File: config.mk
export PLATFORM = sky130hd
export DESIGN_NAME = serial_display_driver
export DESIGN_NICKNAME = d
export VERILOG_FILES = /design/src/rtl/serial_display_driver.sv
export SDC_FILE = /design/constraint.sdc
export NUM_CORES = 1
export LEC_CHECK = 0
export CAP_MARGIN = 20
export CORE_MARGIN = 2
export CORE_UTILIZATION = 55
export DETAILED_ROUTE_END_ITERATION = 10
export PLACE_DENSITY = 0.82
export SKIP_CTS_REPAIR_TIMING = 1
export SLEW_MARGIN = 40
export SYNTH_ARGS = -nofsm -noshare
export SYNTH_HDL_FRONTEND = slang
export SYNTH_SLANG_ARGS = --single-unit
File: constraint.sdc
create_clock -name i_clk -period 6.7 [get_ports i_clk]
set_input_delay 1.675 -clock i_clk [delete_from_list [all_inputs] [get_ports i_clk]]
set_output_delay 1.675 -clock i_clk [all_outputs]
set_load 0.01 [all_outputs]
File: src/rtl/serial_display_driver.sv
// Serial frame transmitter for multi-register 7-segment driver chips.
// Shifts NUM_DIGITS words out on dout/sclk and strobes load after each word.
module serial_display_driver #(
    parameter int NUM_DIGITS = 4,
    parameter int WORD_BITS  = 16,
    parameter int CLK_DIV    = 4,
    parameter int LSB_FIRST  = 0
) (
    input  logic                            i_clk,
    input  logic                            i_reset,
    input  logic                            i_en,
    input  logic                            i_start,
    input  logic [NUM_DIGITS*WORD_BITS-1:0] i_data,
    output logic                            o_busy,
    output logic                            o_done,
    output logic                            o_serial_dout,
    output logic                            o_serial_load,
    output logic                            o_serial_clk
);
    localparam int FRAME_W = NUM_DIGITS * WORD_BITS;
    localparam int DIV_W   = (CLK_DIV > 1) ? $clog2(CLK_DIV) : 1;
    localparam int BIT_W   = $clog2(WORD_BITS);
    localparam int WORD_W  = (NUM_DIGITS > 1) ? $clog2(NUM_DIGITS) : 1;

    localparam logic [DIV_W-1:0]  DIV_LAST  = DIV_W'(CLK_DIV - 1);
    localparam logic [BIT_W-1:0]  BIT_LAST  = BIT_W'(WORD_BITS - 1);
    localparam logic [WORD_W-1:0] WORD_LAST = WORD_W'(NUM_DIGITS - 1);

    typedef enum logic [1:0] {
        S_IDLE  = 2'd0,
        S_SHIFT = 2'd1,
        S_LOAD  = 2'd2
    } state_t;

    state_t               r_state;
    logic [FRAME_W-1:0]   r_frame;
    logic [DIV_W-1:0]     r_div;
    logic [BIT_W-1:0]     r_bit;
    logic [WORD_W-1:0]    r_word;
    logic                 r_phase;
    logic                 r_busy;
    logic                 r_done;
    logic                 r_dout;
    logic                 r_load;
    logic                 r_sclk;
    logic                 w_div_wrap;

    // Bit number n of word w in transmission order, honouring LSB_FIRST.
    function automatic logic frame_bit(input logic [FRAME_W-1:0] data,
                                       input int word, input int bitn);
        int                 pos;
        logic [FRAME_W-1:0] shifted;
        pos     = word * WORD_BITS + ((LSB_FIRST != 0) ? bitn : (WORD_BITS - 1 - bitn));
        shifted = data >> pos;
        return shifted[0];
    endfunction

    assign w_div_wrap = (r_div == DIV_LAST);

    // Frame sequencer: divider, bit/word counters and registered pin outputs.
    always_ff @(posedge i_clk) begin
        if (i_reset) begin
            r_state <= S_IDLE;
            r_frame <= {FRAME_W{1'b0}};
            r_div   <= {DIV_W{1'b0}};
            r_bit   <= {BIT_W{1'b0}};
            r_word  <= {WORD_W{1'b0}};
            r_phase <= 1'b0;
            r_busy  <= 1'b0;
            r_done  <= 1'b0;
            r_dout  <= 1'b0;
            r_load  <= 1'b0;
            r_sclk  <= 1'b0;
        end else if (i_en) begin
            case (r_state)
                S_IDLE: begin
                    r_done <= 1'b0;
                    if (i_start) begin
                        r_frame <= i_data;
                        r_div   <= {DIV_W{1'b0}};
                        r_bit   <= {BIT_W{1'b0}};
                        r_word  <= {WORD_W{1'b0}};
                        r_phase <= 1'b0;
                        r_busy  <= 1'b1;
                        r_dout  <= frame_bit(i_data, 0, 0);
                        r_load  <= 1'b0;
                        r_sclk  <= 1'b0;
                        r_state <= S_SHIFT;
                    end else begin
                        r_state <= S_IDLE;
                    end
                end
                S_SHIFT: begin
                    if (!w_div_wrap) begin
                        r_div <= r_div + DIV_W'(1);
                    end else if (!r_phase) begin
                        r_div   <= {DIV_W{1'b0}};
                        r_phase <= 1'b1;
                        r_sclk  <= 1'b1;
                    end else begin
                        r_div   <= {DIV_W{1'b0}};
                        r_phase <= 1'b0;
                        r_sclk  <= 1'b0;
                        if (r_bit == BIT_LAST) begin
                            r_bit   <= {BIT_W{1'b0}};
                            r_dout  <= 1'b0;
                            r_load  <= 1'b1;
                            r_state <= S_LOAD;
                        end else begin
                            r_bit  <= r_bit + BIT_W'(1);
                            r_dout <= frame_bit(r_frame, int'(r_word), int'(r_bit) + 1);
                        end
                    end
                end
                S_LOAD: begin
                    // Load lasts two divider periods; r_phase marks the second.
                    if (!w_div_wrap) begin
                        r_div <= r_div + DIV_W'(1);
                    end else if (!r_phase) begin
                        r_div   <= {DIV_W{1'b0}};
                        r_phase <= 1'b1;
                    end else begin
                        r_div   <= {DIV_W{1'b0}};
                        r_phase <= 1'b0;
                        r_load  <= 1'b0;
                        if (r_word == WORD_LAST) begin
                            r_word  <= {WORD_W{1'b0}};
                            r_busy  <= 1'b0;
                            r_done  <= 1'b1;
                            r_state <= S_IDLE;
                        end else begin
                            r_word  <= r_word + WORD_W'(1);
                            r_dout  <= frame_bit(r_frame, int'(r_word) + 1, 0);
                            r_state <= S_SHIFT;
                        end
                    end
                end
                default: begin
                    r_state <= S_IDLE;
                    r_busy  <= 1'b0;
                    r_done  <= 1'b0;
                    r_dout  <= 1'b0;
                    r_load  <= 1'b0;
                    r_sclk  <= 1'b0;
                end
            endcase
        end
    end

    assign o_busy        = r_busy;
    assign o_done        = r_done;
    assign o_serial_dout = r_dout;
    assign o_serial_load = r_load;
    assign o_serial_clk  = r_sclk;

endmodule

Word level (Yosys, flattened, before mapping)

Index checks and enable logic that the tools add are counted.

Flip-flop bits (word level): 80
Input port bits: 68
Output and inout bits: 5
Logic and storage cells: 101

$add $sub $neg: 8
Equal/unequal tests: 14
Shift-type cells: 2
Muxes and demuxes: 48
Bitwise operators: 2
Reduce and logical (&&, ||, !) cells: 16

Operators by type and width:

| operator                                                          | number |
|---|---|
| 64-bit by 32-bit right shift with 1-bit output                    | 1 |
| 64-bit by 8-bit right shift with 1-bit output                     | 1 |
| 1-bit 2-to-1 mux                                                  | 24 |
| 2-bit 2-to-1 mux                                                  | 10 |
| 4-bit 2-to-1 mux                                                  | 4 |
| 2-bit != test, second input constant                              | 8 |
| 5-bit AND reduction                                               | 3 |
| 7-bit AND reduction                                               | 2 |
| 1-bit case mux with 3 select lines                                | 4 |
| 6-bit AND reduction                                               | 2 |
| 7-bit by 4-bit adder with 8-bit output, second input constant     | 1 |
| 7-bit by 6-bit adder with 8-bit output                            | 1 |
| 2-bit case mux with 2 select lines                                | 2 |
| 4-bit case mux with 2 select lines                                | 1 |
| 4-bit AND reduction                                               | 2 |
| 2-bit == test, second input constant                              | 3 |
| 2-bit case mux with 3 select lines                                | 1 |
| 3-bit AND reduction                                               | 2 |
| 2-bit nonzero test                                                | 3 |
| 4-bit by 5-bit subtractor with 6-bit output, first input constant | 1 |
| 4-bit by 1-bit adder with 5-bit output, second input constant     | 1 |
| 2-bit by 1-bit adder with 2-bit output, second input constant     | 2 |
| 4-bit by 1-bit adder with 4-bit output, second input constant     | 1 |
| 4-bit == test, second input constant                              | 1 |
| 7 further kinds                                                   | 9 |

Logic depth before layout (Yosys ltp)

Gate-level depths: netlist (run 1).

Depth in word-level cells: 8
Mapped depth: 11
Depth with buffers taken out: 10

Worst setup path before layout (run 1)

No wires, ideal clock.

Path type: in2reg
From: input i_en
To: register r_bit[3]
Library setup time: 0.070 ns
Arrival: 3.015 ns
Required time: 6.630 ns
Setup slack: 3.615 ns
Stages: 6
Path buffers: 2
Cell sequence: clkbuf_1 > nand2_1 > or2_2 > clkbuf_1 > or4_1 > a21oi_1

Cells in the longest elaborated chain, start to end: 1

RTL lines:

| what                          | line | RTL |
|---|---|---|
| start: declaration            | 11   | `input logic i_en,` |
| 5-bit AND reduction (no line) | --   |  |
| end signal: assignment        | 66   | `r_bit <= {BIT_W{1'b0}};` |
| end signal: assignment        | 81   | `r_bit <= {BIT_W{1'b0}};` |
| end signal: assignment        | 105  | `r_bit <= {BIT_W{1'b0}};` |
| end: declaration              | 38   | `logic [BIT_W-1:0] r_bit;` |

Every way passes these cells.
A chain may end at the register's enable or synchronous reset.

Worst setup path in the final report (run 1)

From: input i_start
To: register r_bit[3]

Cells in the longest elaborated chain, start to end: 2

RTL lines:

| what                          | line | RTL |
|---|---|---|
| start: declaration            | 12   | `input logic i_start,` |
| 2-bit != test (no line)       | --   |  |
| 5-bit AND reduction (no line) | --   |  |

Every way passes these cells.

==> results by group, run 1 <==
Outcome
  – Outcome: completed

Timing
  – Slew Limit Fails: 0
  – Setup Viol. Count Final: 0
  – Peak clock frequency supported by timing: 0.2994 GHz
  – Fin crit share: 49.85%
  – Worst-margin pin slew: 0.8180 ns
  – Setup Skew: 0.008666 ns
  – Final min period: 3.340 ns
  – Final WS setup: 3.360 ns
  – RSZ-0062 raised after global routing: false
  – Final Hold Vio Count: 0
  – Slew headroom: 45.46%
  – Fin Hold WS: 0.4517 ns
  – Fin Setup TNS: 0 ns

Setup path
  – R2R depth: 6
  – Arrival @ worst endpoint: 3.62 ns
  – Startpoint types: primary input
  – Worst-path fanout max: 7
  – Element type at the critical path end: flip-flop
  – Setup Crit Path Kind: in -> reg
  – Critical path required time: 6.98 ns
  – Flop-to-flop setup slack: 3.78 ns
  – FF-to-FF Start: r_bit[1]$_SDFFE_PP0P_
  – R2R Path End: o_serial_dout$_SDFFE_PP0P_

Logic synthesis
  – Syn Nets: 537
  – Commonest cells post-synth: 142 x nand2_1, 80 x dfxtp_1, 77 x a21oi_1
  – Yosys warns: 0
  – Post-synthesis register bit count: 80
  – Top-count cell post-synth: nand2_1
  – Number of enable flip-flop cells after synthesis: 0
  – Register area share after synthesis: 42.17%
  – Main area contributors after synthesis: dfxtp_1 42%, nand2_1 14%, a21oi_1 10%
  – Cell taking the most area after synthesis: dfxtp_1
  – Cell variety after synth: 44
  – Synth async-reset ratio: 0%
  – Synth top area share: 42.17%
  – Syn_area_per_cell: 8.291 um^2
  – Post-synthesis instance total: 458
  – Predominant post-synthesis flop cell: dfxtp_1
  – Synthesized area: 0.003797 mm^2

Min path
  – Worst min-delay path startpoint: r_frame[54]$_SDFFE_PP0P_
  – Hold path endpoint: r_frame[54]$_SDFFE_PP0P_
  – HP Class: reg -> reg
  – Hold path depth: 2

Drt
  – Via Count: 3348
  – Drt initial violations: 172
  – Detail Route Antenna Nets: 0
  – Routed len/inst: 14.18 um
  – Drt drc: 0
  – TritonRoute pass-1 iters: 4
  – Vias/cell: 5.636
  – WL final: 8.421 mm

Floorplan
  – # rows: 30
  – CORE AREA: 0.006719 mm^2
  – # IOs: 73
  – Die H: 87.09 um
  – Die Wd: 87.09 um
  – Die area: 0.007585 mm^2
  – Starting Density: 56.52%

Power
  – Clock power frac: 33.1%
  – Int Power: 746.4 uW
  – VDD IR max: 0.0001221 V
  – Sequential cell fraction of total power: 51.1%
  – PwrDens: 214.6 mW/mm^2
  – Sw frac: 25.82%
  – Tot Pwr: 1.006 mW
  – Leakage power: 1.738 nW
  – Net Sw Power: 259.8 uW
  – Comb power frac: 15.8%

Final layout
  – Filler cell count: 541
  – Layout cell share with drive strength beyond 1: 5.837%
  – Post-layout nets: 590
  – Finished Layout Cells: 594
  – Diodes inserted: 0
  – Layout area overhead: 23.49%
  – Utilization after layout: 69.80%
  – Post-route cell area: 0.004690 mm^2

Clocking
  – Clk buf depth: 2
  – CTS buffer count: 9
  – CTS root buf: clkbuf_8
  – Skew-Pair Late Insertion Delay: 0.36 ns
  – Clk slew on worst S/H paths: 0.07 ns
  – H-tree depth: 3
  – CTS tree: built
  – Sink Count: 80

Placed design
  – Final GP Congestion: 0.8641
  – DP Worst Slack: 3.015 ns
  – Hpwl dp: 5.778 mm
  – DP Area: 0.004512 mm^2
  – I/O Buffers: 72
  – Cells after DPL: 580

GRT
  – Number of global-route vias before repair: 3125
  – GRT Total Usage: 23.15%
  – Largest net degree at the start of global routing: 65
  – Global-route wire length before repair: 14.01 mm
  – Initial antenna violation count: 0
  – Gr ovfl total: 0

Job
  – Max_cap viols: 0
## flip-flops by register name (all words and copies together) (netlist names)
name and flops:
o_busy 1, o_done 1, o_serial_clk 1, o_serial_dout 1, o_serial_load 1, r_bit 4
r_div 2, r_frame 64, r_phase 1, r_state 2, r_word 2
## worst max-delay path, stage by stage
cell,delay (ns)
clkdlybuf4s50_1,0.55
nand2b_1,0.24
nand2_1,0.14
or2_2,0.38
or4_1,0.48
a21oi_1,0.15
## layer usage
metal	part of all wire (%)	up-vias	wire length [um]	GRT usage [%]
met3	4.8	16	402	4.455
met2	50	87	4202	39.07
met5	0	-	0	0
li1	-	1667	-	-
met4	1.6	0	134	7.692
met1	44	1578	3681	29.92
## how the worst max path moves through the flow
| stage | start | end | depth (start not counted) |
|---|---|---|---|
| final | i_start | r_bit[3]$_SDFFE_PP0P_ | 6 |
| after global routing | i_start | r_bit[3]$_SDFFE_PP0P_ | 6 |
| after CTS | i_start | r_bit[3]$_SDFFE_PP0P_ | 6 |
| after detailed placement | i_start | r_bit[3]$_SDFFE_PP0P_ | 6 |
| after global placement | i_en | r_frame[17]$_SDFFE_PP0P_ | 4 |
| after floorplan | i_en | r_bit[3]$_SDFFE_PP0P_ | 6 |
## power groups by stage
stage | registers, mW | clock network [mW] | logic (mW)
floorplan | 0.522 | 0 | 0.0954
global placement | 0.523 | 0 | 0.155
detailed placement | 0.525 | 0 | 0.159
CTS | 0.514 | 0.337 | 0.159
global route | 0.517 | 0.358 | 0.177
finish | 0.514 | 0.333 | 0.159
## area by class of cell
type	instances	area [um^2]	area share, %
clock buffer	10	127.6	2.721
clock inverter	4	47.55	1.014
inverter	8	30.03	0.6403
multi-input combinational	336	2034	43.38
sequential	80	1602	34.15
tap	80	100.1	2.134
timing repair buffer	76	748.2	15.96
## kinds of logic (layout without fill, tap and decap cells)
kind of cell,after synthesis,count (layout),share of synthesized area [%]
fa+ha+maj,11,11,3.822
compound gates,100,100,14.23
buf+inv,42,98,4.514
flops,80,80,42.17
xor+xnor,2,2,0.4614
mux,27,27,12.88
simple gates,196,196,21.91
## layout by cell type (no fill, tap or decap), types with 3 or more instances in the layout
cell and instances:
nor2b_1 6, nand2b_1 3, clkdlybuf4s50_1 71, nand3_1 9, ha_1 10, mux4_1 8, a21oi_1 77, a211oi_1 3
inv_1 8, buf_4 5, o21ai_0 6, nand3b_1 4, clkbuf_8 9, mux2i_1 11, nand2_1 142, dfxtp_1 80
nor2_1 15, mux4_2 7, a31oi_1 3
(Power assumes the default switching activity.)
==> run 2: changes to the inputs <==
--- a/config.mk
+++ b/config.mk
@@ -7,9 +7,9 @@
 export LEC_CHECK = 0
 export CAP_MARGIN = 20
 export CORE_MARGIN = 2
-export CORE_UTILIZATION = 55
+export CORE_UTILIZATION = 47
 export DETAILED_ROUTE_END_ITERATION = 10
-export PLACE_DENSITY = 0.82
+export PLACE_DENSITY = 0.74
 export SKIP_CTS_REPAIR_TIMING = 1
 export SLEW_MARGIN = 40
 export SYNTH_ARGS = -nofsm -noshare
==> constraint.sdc (replaced) <==
create_clock -name i_clk -period 2.8 [get_ports i_clk]
set_input_delay 0.7 -clock i_clk [delete_from_list [all_inputs] [get_ports i_clk]]
set_output_delay 0.7 -clock i_clk [all_outputs]
set_load 0.01 [all_outputs]
==> run 2 against run 1 <==
  * Cell area rose by 3.6%
  * Via count did not move
  * Die area rose by 16%
  * Clock skew fell by 0.0022 ns
  * Non-clock buffer count rose by 9
  * Hold slack improved by 0.0025 ns
  * Critical path depth rose by 1
  * Combinational power rose to 2.5 times the previous value
  * Cell count rose by 5.6%
  * Sequential share of layout area fell by 1.2 points
  * Routed wire length fell by 0.49%
  * Sequential power rose by 140%
==> results by group, run 2 (synthesis results as in run 1) <==
Timing
  – Worst-margin pin slew: 0.4140 ns (-0.4040 ns)
  – Setup Skew: 0.006511 ns (-0.002156 ns)
  – Fin Setup TNS: 0 ns (unchanged)
  – Slew Limit Fails: 0 (unchanged)
  – Setup Viol. Count Final: 0 (unchanged)
  – Final min period: 2.390 ns
  – Slew headroom: 72.40% (+27 points)
  – Final Hold Vio Count: 0 (unchanged)
  – RSZ-0062 raised after global routing: false
  – Fin crit share: 85.34%
  – Peak clock frequency supported by timing: 0.4185 GHz

Final layout
  – Largest register FFs: 64 (unchanged)
  – Largest regs: r_frame x64, r_bit x4
  – Filler cell count: 682 (+26%)
  – Post-layout nets: 599 (+1.5%)
  – Reg with most FFs: r_frame
  – Layout cell share with drive strength beyond 1: 8.000% (+2.2 points)
  – Utilization after layout: 62.56% (-7.2 points)
  – Most frequent cells in the layout: 142 x nand2_1, 80 x dfxtp_1, 77 x a21oi_1
  – Diodes inserted: 0 (unchanged)
  – Most common cell after layout, fill and taps aside: nand2_1
  – Layout area overhead: 27.97%

Outcome
  – Outcome: completed

Floorplan
  – Die area: 0.008814 mm^2 (+16%)
  – Starting Density: 48.89% (-7.6 points)
  – # IOs: 73 (unchanged)
  – # rows: 32 (+6.7%)
  – CORE AREA: 0.007767 mm^2 (+16%)
  – Die H: 93.89 um (+7.8%)
  – Die Wd: 93.89 um (+7.8%)

Clocking
  – CTS buffer count: 9 (unchanged)
  – Clk slew on worst S/H paths: 0.08 ns (about the same)
  – Clk buf depth: 2 (unchanged)
  – H-tree depth: 3 (unchanged)
  – Skew-Pair Late Insertion Delay: 0.35 ns (about the same)
  – CTS tree: built
  – Sink Count: 80 (unchanged)
  – CTS root buf: clkbuf_8

Power
  – PwrDens: 528.3 mW/mm^2 (+150%)
  – VDD IR max: 0.0003397 V (+180%)
  – Leakage power: 1.816 nW (+4.5%)

Setup path
  – Crit-path cells: ha_1 > buf_4 > mux4_1 > mux4_2 > and3_1 > o31ai_1 > nand3_1
  – Worst-path fanout max: 18 (+11)
  – Buf+Inv Stages, Crit Path: 1 (unchanged)
  – Slowest Stage Delay on Critical Path: 0.47 ns (-0.08 ns)
  – Setup Crit Path Kind: reg -> reg
  – CP top delay family: multiplexers
  – Critical path required time: 3.04 ns (-3.94 ns)
  – Element type at the critical path end: flip-flop
  – Slowest-stage cell, CP: mux4_2
  – Startpoint types: flip-flop
  – Arrival @ worst endpoint: 2.63 ns (-0.99 ns)

Drt
  – Drt initial violations: 192 (+12%)
  – Vias/cell: 5.340 (-5.3%)
  – Routed len/inst: 13.37 um (-5.7%)
  – WL final: 8.380 mm (-0.49%)
  – Drt drc: 0 (unchanged)
  – Via Count: 3348 (unchanged)
  – Detail Route Antenna Nets: 0 (unchanged)
  – TritonRoute pass-1 iters: 4 (unchanged)

GRT
  – Met2 usage in global routing: 31.73% (-7.3 points)
  – Grt met3 use: 5.457% (+1.0 points)
  – Gr ovfl total: 0 (unchanged)
  – Met1 usage: 25.65% (-4.3 points)
  – Number of global-route vias before repair: 3112 (-0.42%)
  – Largest net degree at the start of global routing: 65 (unchanged)
  – Initial antenna violation count: 0 (unchanged)
  – GRT Total Usage: 19.77% (-3.4 points)
  – Global routing's busiest layer: met2
  – Global-route wire length before repair: 13.77 mm (-1.7%)

Placed design
  – Final GP Congestion: 0.8784 (+1.7%)
  – I/O Buffers: 72 (unchanged)
  – Hpwl dp: 5.956 mm (+3.1%)

Job
  – Max_cap viols: 0 (unchanged)

Min path
  – HP Class: reg -> reg
## run 2: changes by cell type in the layout (fill, tap and decap cells not counted), sizes merged
cell	previous run	this run
buf	5	14
bufinv	1	2
clkbuf	10	9
clkinv	2	3
inv	8	9
## run 2: final timing paths
path                                               start                         end  slack (ns)  cells after the start
worst min-delay path            r_frame[36]$_SDFFE_PP0P_    r_frame[36]$_SDFFE_PP0P_        0.45                      2
worst max register to register     r_bit[0]$_SDFFE_PP0P_  o_serial_dout$_SDFFE_PP0P_        0.41                      7
worst min register to register  r_frame[36]$_SDFFE_PP0P_    r_frame[36]$_SDFFE_PP0P_        0.45                      2
worst max-delay path               r_bit[0]$_SDFFE_PP0P_  o_serial_dout$_SDFFE_PP0P_        0.41                      7
## run 2: where the power goes
| group | total [mW] | switching [mW] | internal (mW) |
|---|---|---|---|
| clock | 0.939 | 0.435 | 0.503 |
| sequential | 1.23 | 0.0315 | 1.20 |
| combinational | 0.399 | 0.194 | 0.206 |
## run 2: metal layers
layer | vias up | wire length [um] | share of wire, %
li1 | 1689 | - | -
met1 | 1567 | 3906 | 47
met2 | 82 | 3861 | 46
met3 | 10 | 506 | 6.0
met4 | 0 | 106 | 1.3
met5 | - | 0 | 0
## run 2: per-stage QoR
step                      setup WS, ns  std cells  instance area [um^2]  hold WS, ns  power (mW)
after floorplan                 0.4607        458                  3797       0.4315       1.477
after CTS                       0.3967        627                  4860       0.4563       2.581
after global routing            0.2713        627                  4860       0.4708       2.689
final                           0.4105        627                  4860       0.4542       2.567
after detailed placement        0.2960        611                  4641       0.4443       1.654
after global placement          0.3145        611                  4641       0.4380       1.645
## run 2: area by class of cell
cell class	instances	area, um^2	share of cell area (%)
multi-input cells	336	2031	41.79
flip-flops and latches	80	1602	32.96
repair buffers	85	850.8	17.51
well taps	102	127.6	2.626
clock buffers	9	123.9	2.549
clock inverters	7	95.09	1.957
inverters	8	30.03	0.6179
## run 2: worst register-to-register path: cells and delay by family (launching register included)
kind,cells,cell delay [ns]
muxes,2,0.82
DFF,1,0.34
adders and majority gates,1,0.32
and+or+nand+nor,2,0.28
buffers and inverters,1,0.26
AOI/OAI and AO/OA,1,0.24
